File: config.mk
export PLATFORM = sky130hd
export DESIGN_NAME = match_window_counter_flat
export DESIGN_NICKNAME = d
export VERILOG_FILES = /design/src/rtl/match_window_counter_if.sv /design/src/rtl/match_window_counter.sv /design/src/flat_wrapper.sv
export SDC_FILE = /design/constraint.sdc
export NUM_CORES = 1
export LEC_CHECK = 0
export CORE_ASPECT_RATIO = 0.7
export CORE_UTILIZATION = 52
export CTS_CLUSTER_DIAMETER = 80
export DETAILED_ROUTE_END_ITERATION = 6
export PLACE_DENSITY = 0.74
export SETUP_SLACK_MARGIN = 0.2
export SKIP_LAST_GASP = 1
export SLEW_MARGIN = 20
export SYNTH_ARGS = -nofsm -noshare
export SYNTH_HDL_FRONTEND = slang
export SYNTH_SLANG_ARGS = --single-unit
File: constraint.sdc
create_clock -name clk -period 2.3 [get_ports clk]
set_clock_uncertainty 0.05 [all_clocks]
set_input_delay 0.46 -clock clk [delete_from_list [all_inputs] [get_ports clk]]
set_output_delay 0.46 -clock clk [all_outputs]
set_load 0.02 [all_outputs]
File: src/rtl/match_window_counter_if.sv
// Result bus between the window counter and its downstream reader.
interface match_window_counter_if #(
  parameter int unsigned CNT_W = 8
) ();
  logic [CNT_W-1:0] count_out;
  logic             count_valid;
  logic             count_ready;
  logic             alarm;
  logic             overflow;

  // Counter side drives the result, reader side drives ready.
  modport master (
    output count_out,
    output count_valid,
    output alarm,
    output overflow,
    input  count_ready
  );

  modport slave (
    input  count_out,
    input  count_valid,
    input  alarm,
    input  overflow,
    output count_ready
  );
endinterface

File: src/rtl/match_window_counter.sv
// Counts detector matches over fixed windows of enabled cycles and offers each
// window total to a reader over valid/ready, with a threshold alarm and a
// sticky flag for results dropped under backpressure.
module match_window_counter #(
  parameter int unsigned CNT_W   = 8,
  parameter int unsigned WIN_LEN = 16,
  parameter int unsigned THRESH  = 3
) (
  input  logic                   clk,
  input  logic                   reset,
  input  logic                   enable,
  input  logic                   z1,
  match_window_counter_if.master rd
);

  localparam int unsigned WIN_W = (WIN_LEN > 1) ? $clog2(WIN_LEN) : 1;
  localparam logic [WIN_W-1:0] WIN_LAST = WIN_W'(WIN_LEN - 1);
  localparam logic [CNT_W-1:0] CNT_MAX  = '1;

  typedef enum logic {
    PAUSE = 1'b0,
    RUN   = 1'b1
  } state_e;

  state_e           state_c;
  logic [CNT_W:0]   sum_c;
  logic [CNT_W-1:0] final_c;
  logic             close_c;

  logic [WIN_W-1:0] win_cnt_q, win_cnt_d;
  logic [CNT_W-1:0] acc_q,     acc_d;
  logic [CNT_W-1:0] out_q,     out_d;
  logic             alarm_q,   alarm_d;
  logic             valid_q,   valid_d;
  logic             ovf_q,     ovf_d;

  // Operating mode follows enable directly each cycle; there is no stored state.
  always_comb begin
    state_c = enable ? RUN : PAUSE;
  end

  // Saturating accumulate of this edge's z1 into the running window total.
  always_comb begin
    sum_c   = {1'b0, acc_q} + (CNT_W+1)'(z1);
    final_c = sum_c[CNT_W] ? CNT_MAX : sum_c[CNT_W-1:0];
  end

  // Window timer, accumulator and result-register next-state.
  always_comb begin
    win_cnt_d = win_cnt_q;
    acc_d     = acc_q;
    out_d     = out_q;
    alarm_d   = alarm_q;
    valid_d   = valid_q;
    ovf_d     = ovf_q;
    close_c   = 1'b0;

    case (state_c)
      RUN: begin
        if (win_cnt_q == WIN_LAST) begin
          close_c   = 1'b1;
          win_cnt_d = '0;
          acc_d     = '0;
        end else begin
          win_cnt_d = win_cnt_q + WIN_W'(1);
          acc_d     = final_c;
        end
      end
      default: begin
      end
    endcase

    if (close_c) begin
      // A held, unaccepted result wins; the new total is dropped and flagged.
      if (!valid_q || rd.count_ready) begin
        out_d   = final_c;
        alarm_d = (32'(final_c) >= THRESH);
        valid_d = 1'b1;
      end else begin
        ovf_d   = 1'b1;
      end
    end else if (valid_q && rd.count_ready) begin
      valid_d = 1'b0;
    end
  end

  // State registers with synchronous reset.
  always_ff @(posedge clk) begin
    if (reset) begin
      win_cnt_q <= '0;
      acc_q     <= '0;
      out_q     <= '0;
      alarm_q   <= 1'b0;
      valid_q   <= 1'b0;
      ovf_q     <= 1'b0;
    end else begin
      win_cnt_q <= win_cnt_d;
      acc_q     <= acc_d;
      out_q     <= out_d;
      alarm_q   <= alarm_d;
      valid_q   <= valid_d;
      ovf_q     <= ovf_d;
    end
  end

  assign rd.count_out   = out_q;
  assign rd.count_valid = valid_q;
  assign rd.alarm       = alarm_q;
  assign rd.overflow    = ovf_q;

endmodule

File: src/flat_wrapper.sv
// flat-port wrapper written by rule: the top's interface ports become plain ports
module match_window_counter_flat 
#(
  parameter int unsigned CNT_W   = 8,
  parameter int unsigned WIN_LEN = 16,
  parameter int unsigned THRESH  = 3
)
  (clk, reset, enable, z1, rd_count_out, rd_count_valid, rd_alarm, rd_overflow, rd_count_ready);
  match_window_counter_if #(.CNT_W(CNT_W)) rd_i ();
  input  logic clk;
  input  logic reset;
  input  logic enable;
  input  logic z1;
  output wire logic [$bits(rd_i.count_out)-1:0] rd_count_out;
  output wire logic [$bits(rd_i.count_valid)-1:0] rd_count_valid;
  output wire logic [$bits(rd_i.alarm)-1:0] rd_alarm;
  output wire logic [$bits(rd_i.overflow)-1:0] rd_overflow;
  input wire logic [$bits(rd_i.count_ready)-1:0] rd_count_ready;
  assign rd_count_out = rd_i.count_out;
  assign rd_count_valid = rd_i.count_valid;
  assign rd_alarm = rd_i.alarm;
  assign rd_overflow = rd_i.overflow;
  assign rd_i.count_ready = rd_count_ready;
  match_window_counter #(.CNT_W(CNT_W), .WIN_LEN(WIN_LEN), .THRESH(THRESH)) u_core (.clk(clk), .reset(reset), .enable(enable), .z1(z1), .rd(rd_i));
endmodule
==> results.sh <==
export IMPL_setup_violations=0
export IMPL_post_route_util=0.697
export IMPL_ant_nets=0
export IMPL_finalCritPeriodShare=0.858
export IMPL_end_kind="flip-flop"
export IMPL_placementRows=13
export IMPL_port_buffers=15
export IMPL_dp_hpwl_mm=1.82
export IMPL_drtPass1Iterations=7
export IMPL_synthesis_area_mm2=0.00114
export IMPL_cp_slowest_stage_delay_ps=460
export IMPL_layout_common_cells="dfxtp_1, nand2_1, nor2_1, a21oi_1, clkdlybuf4s50_1"
export IMPL_drv_slew=0
export IMPL_drc=4
export IMPL_min_path_type="flip-flop to flip-flop"
export IMPL_antenna_found_initial=0
export IMPL_clockBufferDepth=2
export IMPL_globalplace_congestion=0.912
export IMPL_postSynthAreaPerCell_um2=8.23
export IMPL_grt_pass1_vias=830
export IMPL_drive_gt1_frac=0.126
export IMPL_first_iter_violations=66
export IMPL_totalWireLength_mm=2.50
export IMPL_antenna_cells=0
export IMPL_grt_first_pass_wirelength_mm=3.87
export IMPL_synth_cells=138
export IMPL_startpoint_type="input port"
export IMPL_cpMostUsedCell="ha_1"
export IMPL_path_cells="clkdlybuf4s50_1, ha_1, ha_1, and4_4, nand2_1, a2111oi_2, a311oi_1"
export IMPL_yosys_warnings=0
export IMPL_clock_sinks=23
export IMPL_violations="DRC"
export IMPL_final_common_cell="dfxtp_1"
export IMPL_die_w_um=57.9
export IMPL_worst_pin_slew_ps=355
export IMPL_post_cts_setup_buffers=0
export IMPL_outcome="finished, violations left"
export IMPL_synth_top_area_frac=0.405
export IMPL_crit_path_max_fanout=5
export IMPL_clk_insertion_delay_late_ps=320
export IMPL_whs_ps=410
export IMPL_cts_resized=0
export IMPL_yosysSeqAreaShare=0.405
export IMPL_cap_violations=0
export IMPL_crit_slowest_cell="clkdlybuf4s50_1"
export IMPL_leakagePower_uw=0.000483
export IMPL_ys_ff_latch=23
export IMPL_hold_viol=0
export IMPL_grt_usage=0.227
export IMPL_synth_area_leaders="dfxtp_1, a21oi_1, nand2_1"
export IMPL_max_freq_ghz=0.507
export IMPL_critPathKind="input port to flip-flop"
export IMPL_crit_buf_inv=1
export IMPL_synth_cell_types=38
export IMPL_numCtsBuffers=3
export IMPL_fin_nets=168
export IMPL_routedWlPerCell_um=13.8
export IMPL_rsz0062_at_grt="false"
export IMPL_setup_tns_ps=0
export IMPL_ir_worst_vdd_mv=0.402
export IMPL_crit_family="compound AO/OA/AOI/OAI gates"
export IMPL_vias=1073
export IMPL_areaGrowthSynthToFinish_pct=19.7
export IMPL_cp_arrival_ps=2130
export IMPL_yosysTopAreaCell="dfxtp_1"
export IMPL_period_minus_slack_ps=1970
export IMPL_post_place_cells=177
export IMPL_power_density_mw_per_mm2=471
export IMPL_grt_ovfl_total=0
export IMPL_synth_net_count=146
export IMPL_holdBufCountCts=0
export IMPL_htreeDepth=1
export IMPL_cts_root_buf="clkbuf_4"
export IMPL_slew_headroom=0.762
export IMPL_die_h_um=41.1
export IMPL_grt_max_degree=24
export IMPL_design_portCount=16
export IMPL_viasPerCell=5.93
export IMPL_worst_endpoint_required_ps=2460
export IMPL_fp_dieArea_mm2=0.00238
export IMPL_start_util=0.582
export IMPL_final_cells=181
export IMPL_clk_pin_slew_ps=120
export IMPL_cts_tree="done"
export IMPL_core_mm2=0.00195
==> layout make-up <==
| class | count | area (µm²) |
|---|---|---|
| fill | 174 | 592 |
| inverter | 2 | 7.51 |
| multi-input combinational | 107 | 628 |
| clock buffer | 4 | 26.3 |
| sequential | 23 | 460 |
| timing repair buffer | 23 | 210 |
| tap | 22 | 27.5 |
==> metal layers <==
layer	up-vias	share of wire	global-route usage	routed length, µm
li1	543	-	-	-
met1	475	0.51	0.319	1290
met2	49	0.40	0.330	1000
met3	6	0.073	0.0568	182
met4	0	0.012	0.0952	31
met5	-	0	0	0
==> sequential cells by signal, summed over array words and instances (netlist names) <==
register,cells
u_core.acc_q,8
u_core.rd.alarm,1
u_core.rd.count_out,8
u_core.rd.count_valid,1
u_core.rd.overflow,1
u_core.win_cnt_q,4
==> stage by stage <==
stage / power [µW] / area, µm² / setup slack, ps
2_1_floorplan: 442 / 1140 / 494
3_3_place_gp: 458 / 1330 / 29.5
3_5_place_dp: 459 / 1330 / -18.0
4_1_cts: 642 / 1360 / 313
5_1_grt: 665 / 1360 / 232
6_report: 640 / 1360 / 327
==> path summary, 6_finish.rpt <==
| kind | start | to | slack [ps] | depth (start not counted) |
|---|---|---|---|---|
| worst max-delay path | z1 | u_core.rd.alarm | 330 | 7 |
| worst min-delay path | u_core.rd.count_out[6] | u_core.rd.count_out[6] | 410 | 2 |
| worst max register to register | u_core.acc_q[0] | u_core.rd.alarm | 570 | 6 |
| worst min register to register | u_core.rd.count_out[6] | u_core.rd.count_out[6] | 410 | 2 |
==> worst register-to-register path, cell delays in order (launching register included) <==
cell and delay (ps):
dfxtp_1 360, ha_1 170, ha_1 230, and4_4 270
nand2_1 70, a2111oi_2 350, a311oi_1 130
==> cell families after synthesis <==
| kind of cell | share of synthesized area |
|---|---|
| multiplexers | 0.00881 |
| AND/OR/NAND/NOR | 0.293 |
| adder cells (fa/ha/maj) | 0.0330 |
| AO/OA/AOI/OAI | 0.203 |
| flip-flops | 0.405 |
| XOR/XNOR | 0.0154 |
| buffers and inverters | 0.0418 |
==> synthesized netlist by cell type <==
library cell / number
clkinv_1: 1
a2111oi_2: 1
o31ai_1: 1
xor2_1: 1
inv_1: 1
a31oi_1: 2
nand3_1: 4
or3_1: 2
clkbuf_2: 1
nor2_2: 1
and4_4: 3
a21o_1: 1
nor2b_1: 1
nor2_1: 16
buf_6: 1
o21ai_0: 8
xnor2_1: 1
and3_1: 2
buf_2: 1
nand2_4: 1
nor3_1: 10
nand4_1: 4
mux2i_1: 1
or2b_2: 1
a22oi_1: 1
a21oi_1: 15
nand2_1: 17
ha_1: 3
dfxtp_1: 23
clkbuf_1: 1
nor3_4: 1
buf_4: 2
a211oi_1: 2
a32oi_1: 2
o21a_1: 2
nor4_1: 1
a21oi_2: 1
a311oi_1: 1
==> power by group <==
| part | internal [µW] | switching, µW |
|---|---|---|
| Sequential | 403 | 4.65 |
| Clock | 68.0 | 121 |
| Combinational | 19.6 | 24.0 |
Power figures use the tool's default switching activity.
